File: src/rtl/mmio_ctrl.sv
`default_nettype none
// ============================================================================
// Module   : mmio_ctrl
// Purpose  : Memory-mapped I/O controller sitting between the CPU data bus
//            and the PWM/ADC peripherals. Decodes accesses in the 0x8000
//            page, holds the PWM duty register, and sequences ADC conversions
//            either on demand (TRIGGER write) or on a periodic schedule.
//            Latched samples can be read back or forwarded to the PWM duty.
//
// Ports    : clock         in   system clock
//            reset         in   synchronous, active-high reset
//            read_enable   in   CPU data read strobe
//            write_enable  in   CPU data write strobe
//            address[15:0] in   CPU data address
//            write_data    in   CPU write data (16 bits)
//            read_data     out  registered MMIO read data (16 bits)
//            mmio_hit      out  registered; read_data belongs to this block
//            adc_enable    out  one-cycle conversion start pulse to the ADC
//            sample[9:0]   in   ADC result
//            duty_cycle    out  PWM duty register (8 bits)
//
// Register map (full 16-bit decode):
//            0x8000 DUTY     R/W  [7:0] duty
//            0x8010 TRIGGER  W    any write requests a conversion
//            0x8012 STATUS   R    {13'b0, pending, busy, valid}
//            0x8014 SAMPLE   R    {6'b0, sample}; read clears valid
//            0x8016 CONTROL  R/W  bit0 AUTO, bit1 FOLLOW
//            0x8018 PERIOD   R/W  auto-trigger period in cycles (0 = off)
//
// Revision : 1.0  initial release
// ============================================================================
module mmio_ctrl #(
    parameter int CONV_CYCLES = 16
) (
    input  logic        clock,
    input  logic        reset,
    input  logic        read_enable,
    input  logic        write_enable,
    input  logic [15:0] address,
    input  logic [15:0] write_data,
    output logic [15:0] read_data,
    output logic        mmio_hit,
    output logic        adc_enable,
    input  logic [9:0]  sample,
    output logic [7:0]  duty_cycle
);

    // ------------------------------------------------------------------------
    // Address map
    // ------------------------------------------------------------------------
    localparam logic [15:0] c_addr_duty    = 16'h8000;
    localparam logic [15:0] c_addr_trigger = 16'h8010;
    localparam logic [15:0] c_addr_status  = 16'h8012;
    localparam logic [15:0] c_addr_sample  = 16'h8014;
    localparam logic [15:0] c_addr_control = 16'h8016;
    localparam logic [15:0] c_addr_period  = 16'h8018;

    // Conversion counter terminal value. The counter is cleared on the
    // START->CONVERT edge and the latch happens on the edge that observes
    // this value, which places the latch CONV_CYCLES+2 edges after the
    // edge that accepted the request.
    localparam logic [15:0] c_conv_last = 16'(CONV_CYCLES);

    // ------------------------------------------------------------------------
    // Sequencer state
    // ------------------------------------------------------------------------
    typedef enum logic [1:0] {
        S_IDLE    = 2'd0,
        S_START   = 2'd1,
        S_CONVERT = 2'd2,
        S_LATCH   = 2'd3
    } state_t;

    state_t      r_state;
    logic [15:0] r_conv_cnt;
    logic        r_pending;
    logic        r_valid;
    logic [9:0]  r_sample;

    // Configuration and period timer
    logic        r_auto;
    logic        r_follow;
    logic [15:0] r_period;
    logic [15:0] r_timer;

    // ------------------------------------------------------------------------
    // Bus decode
    // ------------------------------------------------------------------------
    logic w_wr_duty;
    logic w_wr_trigger;
    logic w_wr_control;
    logic w_wr_period;
    logic w_rd_sample;

    assign w_wr_duty    = write_enable && (address == c_addr_duty);
    assign w_wr_trigger = write_enable && (address == c_addr_trigger);
    assign w_wr_control = write_enable && (address == c_addr_control);
    assign w_wr_period  = write_enable && (address == c_addr_period);
    assign w_rd_sample  = read_enable  && (address == c_addr_sample);

    // ------------------------------------------------------------------------
    // Period timer: counts 0..PERIOD-1 while AUTO is on and PERIOD is
    // non-zero, ticking on the wrap.
    // ------------------------------------------------------------------------
    logic w_timer_run;
    logic w_tick;
    logic w_req;

    assign w_timer_run = r_auto && (r_period != 16'd0);
    assign w_tick      = w_timer_run && (r_timer == (r_period - 16'd1));

    // A TRIGGER write and a timer tick on the same edge merge into one request.
    assign w_req = w_wr_trigger || w_tick;

    always_ff @(posedge clock) begin
        if (reset) begin
            r_timer <= 16'd0;
        end else if (w_wr_control || w_wr_period) begin
            // Reprogramming restarts the schedule from a clean phase.
            r_timer <= 16'd0;
        end else if (!w_timer_run || w_tick) begin
            r_timer <= 16'd0;
        end else begin
            r_timer <= r_timer + 16'd1;
        end
    end

    // ------------------------------------------------------------------------
    // Configuration registers
    // ------------------------------------------------------------------------
    always_ff @(posedge clock) begin
        if (reset) begin
            r_auto   <= 1'b0;
            r_follow <= 1'b0;
            r_period <= 16'd0;
        end else begin
            if (w_wr_control) begin
                r_auto   <= write_data[0];
                r_follow <= write_data[1];
            end
            if (w_wr_period) begin
                r_period <= write_data;
            end
        end
    end

    // ------------------------------------------------------------------------
    // Conversion sequencer. Also owns duty_cycle, valid and pending because
    // each of those has both a CPU-side and a sequencer-side writer.
    // ------------------------------------------------------------------------
    always_ff @(posedge clock) begin
        if (reset) begin
            r_state    <= S_IDLE;
            r_conv_cnt <= 16'd0;
            r_pending  <= 1'b0;
            r_valid    <= 1'b0;
            r_sample   <= 10'd0;
            adc_enable <= 1'b0;
            duty_cycle <= 8'd0;
        end else begin
            // Reading SAMPLE clears valid; a latch on the same edge overrides
            // this below so the fresh sample is not lost.
            if (w_rd_sample) begin
                r_valid <= 1'b0;
            end

            case (r_state)
                S_IDLE: begin
                    adc_enable <= 1'b0;
                    if (w_req || r_pending) begin
                        r_state    <= S_START;
                        adc_enable <= 1'b1;
                        r_pending  <= 1'b0;
                    end
                end

                S_START: begin
                    adc_enable <= 1'b0;
                    r_conv_cnt <= 16'd0;
                    r_state    <= S_CONVERT;
                    if (w_req) begin
                        r_pending <= 1'b1;
                    end
                end

                S_CONVERT: begin
                    adc_enable <= 1'b0;
                    if (w_req) begin
                        r_pending <= 1'b1;
                    end
                    if (r_conv_cnt == c_conv_last) begin
                        r_state  <= S_LATCH;
                        r_sample <= sample;
                        r_valid  <= 1'b1;
                        if (r_follow) begin
                            duty_cycle <= sample[9:2];
                        end
                    end else begin
                        r_conv_cnt <= r_conv_cnt + 16'd1;
                    end
                end

                S_LATCH: begin
                    // A request arriving now re-arms pending for the next
                    // round; a queued one starts immediately.
                    r_pending <= w_req;
                    if (r_pending) begin
                        r_state    <= S_START;
                        adc_enable <= 1'b1;
                    end else begin
                        r_state    <= S_IDLE;
                        adc_enable <= 1'b0;
                    end
                end

                default: begin
                    r_state    <= S_IDLE;
                    adc_enable <= 1'b0;
                end
            endcase

            // The CPU write takes priority over a FOLLOW update on the same edge.
            if (w_wr_duty) begin
                duty_cycle <= write_data[7:0];
            end
        end
    end

    // ------------------------------------------------------------------------
    // Read path: registered, one-cycle latency, held between reads.
    // ------------------------------------------------------------------------
    logic        w_busy;
    logic        w_rd_hit;
    logic [15:0] w_rd_value;

    assign w_busy = (r_state != S_IDLE);

    always_comb begin
        w_rd_hit   = 1'b1;
        w_rd_value = 16'd0;
        case (address)
            c_addr_duty:    w_rd_value = {8'd0, duty_cycle};
            c_addr_trigger: w_rd_value = 16'd0;
            c_addr_status:  w_rd_value = {13'd0, r_pending, w_busy, r_valid};
            c_addr_sample:  w_rd_value = {6'd0, r_sample};
            c_addr_control: w_rd_value = {14'd0, r_follow, r_auto};
            c_addr_period:  w_rd_value = r_period;
            default: begin
                w_rd_hit   = 1'b0;
                w_rd_value = 16'd0;
            end
        endcase
    end

    always_ff @(posedge clock) begin
        if (reset) begin
            read_data <= 16'd0;
            mmio_hit  <= 1'b0;
        end else if (read_enable) begin
            read_data <= w_rd_value;
            mmio_hit  <= w_rd_hit;
        end
    end

endmodule
`default_nettype wire

File: config.mk
export PLATFORM = sky130hd
export DESIGN_NAME = mmio_ctrl
export DESIGN_NICKNAME = d
export VERILOG_FILES = /design/src/rtl/mmio_ctrl.sv
export SDC_FILE = /design/constraint.sdc
export NUM_CORES = 1
export LEC_CHECK = 0
export ABC_CLOCK_PERIOD_IN_PS = 5700
export CAP_MARGIN = 20
export CORE_UTILIZATION = 45
export CTS_CLUSTER_SIZE = 12
export DETAILED_ROUTE_END_ITERATION = 8
export PLACE_DENSITY = 0.78
export SKIP_CTS_REPAIR_TIMING = 1
export SYNTH_ARGS = -nofsm -noshare
export SYNTH_HDL_FRONTEND = slang
export SYNTH_SLANG_ARGS = --single-unit
File: constraint.sdc
create_clock -name clock -period 5.7 [get_ports clock]
set_input_delay 0.855 -clock clock [delete_from_list [all_inputs] [get_ports clock]]
set_output_delay 0.855 -clock clock [all_outputs]
set_load 0.02 [all_outputs]
==> impl_metrics.ini, run 1 <==
[critical_path]
worst_setup_path_end_kind = register
start_kind = input pin
critical_path_required_ps = 5990
critPathArrivalTime_ps = 3270
cp_max_fo = 11
critPathKind = in -> reg

[power]
ir_drop_mv = 0.114
p_sw_w = 0.000279
p_per_area_mw_per_mm2 = 205
swShare_pct = 24.9
leakagePower_nw = 1.87
comb_power_share_pct = 8.3
power_w = 0.00112
clockPowerShare_pct = 35.0
intPower_w = 0.000841
pwr-share-seq_pct = 56.7

[synth]
syn_inst = 553
synth_compound_area_share_pct = 14.8
synth_edf_count = 0
synth.distinct_cells = 50
ys_seq_area_share_pct = 40.1
synth_fp_nets = 607
yosys_warnings = 0
synth_xor_area_share_pct = 9.15
synth_top_family_by_area = simple AND/OR/NAND/NOR gates
synth_ff_type = dfxtp_1
syn-cell-area_sq_mm = 0.00450
yosys_register_bits = 90
yosys.area_share.simple_pct = 28.5
synth-adder-area-share_pct = 2.45
synthMuxAreaShare_pct = 0.890
syn_avg_cell_area_sq_um = 8.13
ys_async_sr_fraction_pct = 0

[worst_hold_path]
hold_path_class = reg -> reg

[die]
io_pins = 72
die_area_sq_mm = 0.0104
coreArea_sq_mm = 0.00973
num_rows = 36
die_y_um = 102
die_x_um = 102
start_util_pct = 46.2

[final_layout]
antenna_cells = 0
final_cell_count_no_fill = 741
n_fill_cell = 890
multi_input_area_sq_mm = 0.00251
finish.net_count = 657
ff_latch_area_sq_mm = 0.00180
drive_above_1_share_pct = 4.61
area_growth_pct = 21.3

[clock_network]
htree_levels = 3
cts.reportedPaths.clkPinSlew_ps = 90
clock_latency_ps = 370
cts_buffer_depth = 2
cts_root_buffer = clkbuf_8
cts_sinks = 90
cts_tree = yes
cts_buffers = 9

[place]
dp_hpwl_um = 8000
gp_congestion = 0.857
dp_cells = 723
io_buffers = 71

[detailed_routing]
drcViolationCount = 0
drtAntennaViolNets = 0
routedWlPerCell_um = 14.7
finalWirelength_um = 10900
vias = 4111
drtIter0Drc = 226
drtPass1Iterations = 6
vias_per_cell = 5.55

[sta]
slew_headroom_pct = 47.5
slew_violations = 0
fmax_mhz = 335
finalClockSkew_ps = 14.1
fin_crit_ps = 2980
tightest_slew_ps = 784
tns_ps = 0
setup_viol = 0
finalHoldViolations = 0
post-route-period-util_pct = 52.3
grt_setup_unrepaired = no

[grt]
antenna_found_initial = 0
track_usage_pct = 22.0
first_global_vias = 3836
grt_max_degree = 66
grt_pass1_wl_um = 17800
grt-ovfl-total = 0

[outcome]
status = finished, final reports clean

[job]
drv_cap = 0
## power groups by stage
stage / clock, W / combinational, W / sequential (W)
after floorplan: 0 / 0.0000369 / 0.000654
after global placement: 0 / 0.0000877 / 0.000650
after detailed placement: 0 / 0.0000894 / 0.000650
after CTS: 0.000402 / 0.0000898 / 0.000635
after global routing: 0.000429 / 0.000101 / 0.000636
final: 0.000392 / 0.0000935 / 0.000635
## state kept, by name, indices dropped and copies added, names as in the netlist
signal      cells
r_state         2
r_period       16
read_data      16
r_valid         1
r_pending       1
r_follow        1
mmio_hit        1
r_conv_cnt     16
duty_cycle      8
r_sample       10
r_auto          1
r_timer        16
adc_enable      1
## per-stage QoR
| step | setup WS (ps) | hold slack (ps) | utilization [%] | area, sq um |
|---|---|---|---|---|
| 2_1_floorplan | 3160 | 436 | - | 4500 |
| 3_3_place_gp | 2510 | 444 | 53.9 | 5240 |
| 3_5_place_dp | 2340 | 448 | 53.9 | 5240 |
| 4_1_cts | 2730 | 461 | 55.6 | 5410 |
| 5_1_grt | 2530 | 484 | 56.1 | 5460 |
| 6_report | 2720 | 467 | 56.1 | 5460 |
## critical path, stage by stage
cell,delay (ps)
clkdlybuf4s50_1,400
nor4_1,300
and3_1,280
and3_1,230
nand2_1,70
nor2_1,600
a222oi_1,270
a211oi_1,270
## kinds of logic (layout without fill, tap and decap cells)
group,Yosys count,in the layout
xor+xnor,47,47
buf+inv,49,104
compound gates,97,97
mux,4,4
flops,90,90
simple gates,257,257
fa+ha+maj,9,9
## placed cells by master, fill, tap and decap left out, types with 8 or more instances in the layout
master,instances
inv_1,14
nand3_1,33
dfxtp_1,90
nand2_1,85
xnor2_1,26
nor2_1,70
clkdlybuf4s50_1,70
nand2b_1,12
and3_1,9
xor2_1,21
clkbuf_8,9
ha_1,8
a21oi_1,41
a311oi_1,14
nand4_1,10
## Yosys cell counts, drive strengths merged (7+ instances only)
cell type	count	area (sq um)
a21oi	41	205
a22oi	7	52.6
a311oi	14	123
and3	9	56.3
clkbuf	29	109
dfxtp	90	1800
ha	8	100
inv	14	52.6
nand2	85	319
nand2b	12	75.1
nand3	33	165
nand4	10	62.6
nor2	70	263
o21ai	8	40.0
xnor2	26	228
xor2	21	184
## layer usage
metal | wire length [um] | up-vias | track usage (%)
met4 | 307 | 0 | 10.5
met5 | 0 | - | 0
li1 | - | 2029 | -
met1 | 4730 | 1917 | 27.5
met2 | 5060 | 139 | 36.2
met3 | 804 | 26 | 4.79
## final cells by class
class	count	share of cell area, %
multi-input combinational	414	46.0
sequential	90	33.0
timing repair buffer	73	13.8
tap	133	3.05
clock buffer	10	2.34
inverter	15	1.03
clock inverter	6	0.779
## worst paths after layout
kind                     from            to  slack, ps  cells past startpoint
setup reg to reg  r_period[8]    r_state[0]       2890                      8
hold / removal    r_sample[7]   r_sample[7]        470                      2
setup / recovery   address[5]  read_data[6]       2720                      8
hold reg to reg   r_sample[7]   r_sample[7]        470                      2
No activity file was read; power rests on OpenSTA's default activity.
==> run 2: changes to the inputs <==
- ABC_CLOCK_PERIOD_IN_PS: 5700 -> 2800
- clock period: 5.7 -> 2.8 ns (I/O delays scaled with it)
==> impl_metrics.ini, run 2 (synthesis gave the netlist of run 1 again) <==
[sta]
finalClockSkew_ps = 7.77
slew_headroom_pct = 62.5
slew_violations = 0
post-route-period-util_pct = 95.0
finalHoldViolations = 0
setup_viol = 0
fin_crit_ps = 2660
tightest_slew_ps = 562
fmax_mhz = 376

[detailed_routing]
m1WireLength_um = 5010
drtIter0Drc = 224
vias_per_cell = 5.50
drtAntennaViolNets = 0
vias = 4145
drtPass1Iterations = 5
drcViolationCount = 0
met2_length_um = 5190
routedWlPerCell_um = 14.8
finalWirelength_um = 11200
met3WireLength_um = 686
top_layer = met4

[die]
num_rows = 36
io_pins = 72
die_x_um = 102
die_area_sq_mm = 0.0104
start_util_pct = 46.2
die_y_um = 102
coreArea_sq_mm = 0.00973

[place]
io_buffers = 71
gp_congestion = 0.847
dp_hpwl_um = 8270

[final_layout]
drive_above_1_share_pct = 7.09
final_cell_mix = 90 x dfxtp_1, 85 x nand2_1, 70 x nor2_1, 70 x clkdlybuf4s50_1, 41 x a21oi_1
antenna_cells = 0
final_common_cell = dfxtp_1
area_growth_pct = 23.3
final_core_util_pct = 57.0
n_fill_cell = 872
finish.net_count = 670

[grt]
grt_pass1_wl_um = 18000
antenna_found_initial = 0
grt-ovfl-total = 0
grt_max_degree = 52
first_global_vias = 3874
track_usage_pct = 22.2

[critical_path]
cp_max_fo = 6
worst_setup_path_end_kind = register
critPathArrivalTime_ps = 2930
critical_path_required_ps = 3070
start_kind = register
critPathKind = reg -> reg

[clock_network]
cts_tree = yes
cts.reportedPaths.clkPinSlew_ps = 80
cts_sinks = 90
cts_root_buffer = clkbuf_8
htree_levels = 3
cts_buffer_depth = 2
clock_latency_ps = 370
cts_buffers = 9

[power]
power_w = 0.00230
ir_drop_mv = 0.227
p_per_area_mw_per_mm2 = 415
leakagePower_nw = 1.94

[worst_hold_path]
hold_path_class = in -> reg

[job]
drv_cap = 0

[outcome]
status = finished, final reports clean
run 2: worst paths after layout:
kind | cells past startpoint | to | slack [ps] | start
setup reg to reg | 8 | r_state[0] | 140 | r_period[8]
hold / removal | 2 | r_conv_cnt[0] | 420 | reset
setup / recovery | 8 | r_state[0] | 140 | r_period[8]
hold reg to reg | 2 | r_sample[7] | 460 | r_sample[7]
run 2: critical path: stages, from the launching register on:
cell	delay, ps
dfxtp_1	370
or4_4	600
nor4b_4	370
nand2_1	90
nor4_1	230
a31o_1	220
nand4_1	140
and4_1	230
a2111oi_2	310
run 2: report_power, final:
group          leakage [nW]  switching [W]  internal, W
Sequential            0.726     0.00000463      0.00129
Clock                0.0924       0.000457     0.000370
Combinational          1.12      0.0000899    0.0000951
Total                  1.94       0.000551      0.00175
run 2: metrics by stage:
stage	instances	hold slack, ps	TNS [ps]	area [sq um]	setup slack [ps]
3_3_place_gp	737	444	0	5350	191
2_1_floorplan	553	436	0	4500	308
3_5_place_dp	737	447	0	5350	135
5_1_grt	754	445	-63.9	5550	-35.6
6_report	754	416	0	5550	141
4_1_cts	753	403	0	5530	115
run 2: final cells by class:
| class | count | area (sq um) | area share (%) |
|---|---|---|---|
| Timing Repair Buffer | 86 | 818 | 14.8 |
| Clock buffer | 12 | 155 | 2.80 |
| Multi-Input combinational cell | 414 | 2520 | 45.5 |
| Clock inverter | 4 | 26.3 | 0.474 |
| Tap cell | 133 | 166 | 3.00 |
| Sequential cell | 90 | 1800 | 32.5 |
| Inverter | 15 | 56.3 | 1.02 |
run 2: layer usage:
metal,up-vias,global-route usage (%)
li1,2042,-
met3,26,3.97
met1,1937,27.4
met2,140,37.3
met4,0,11.1
met5,-,0
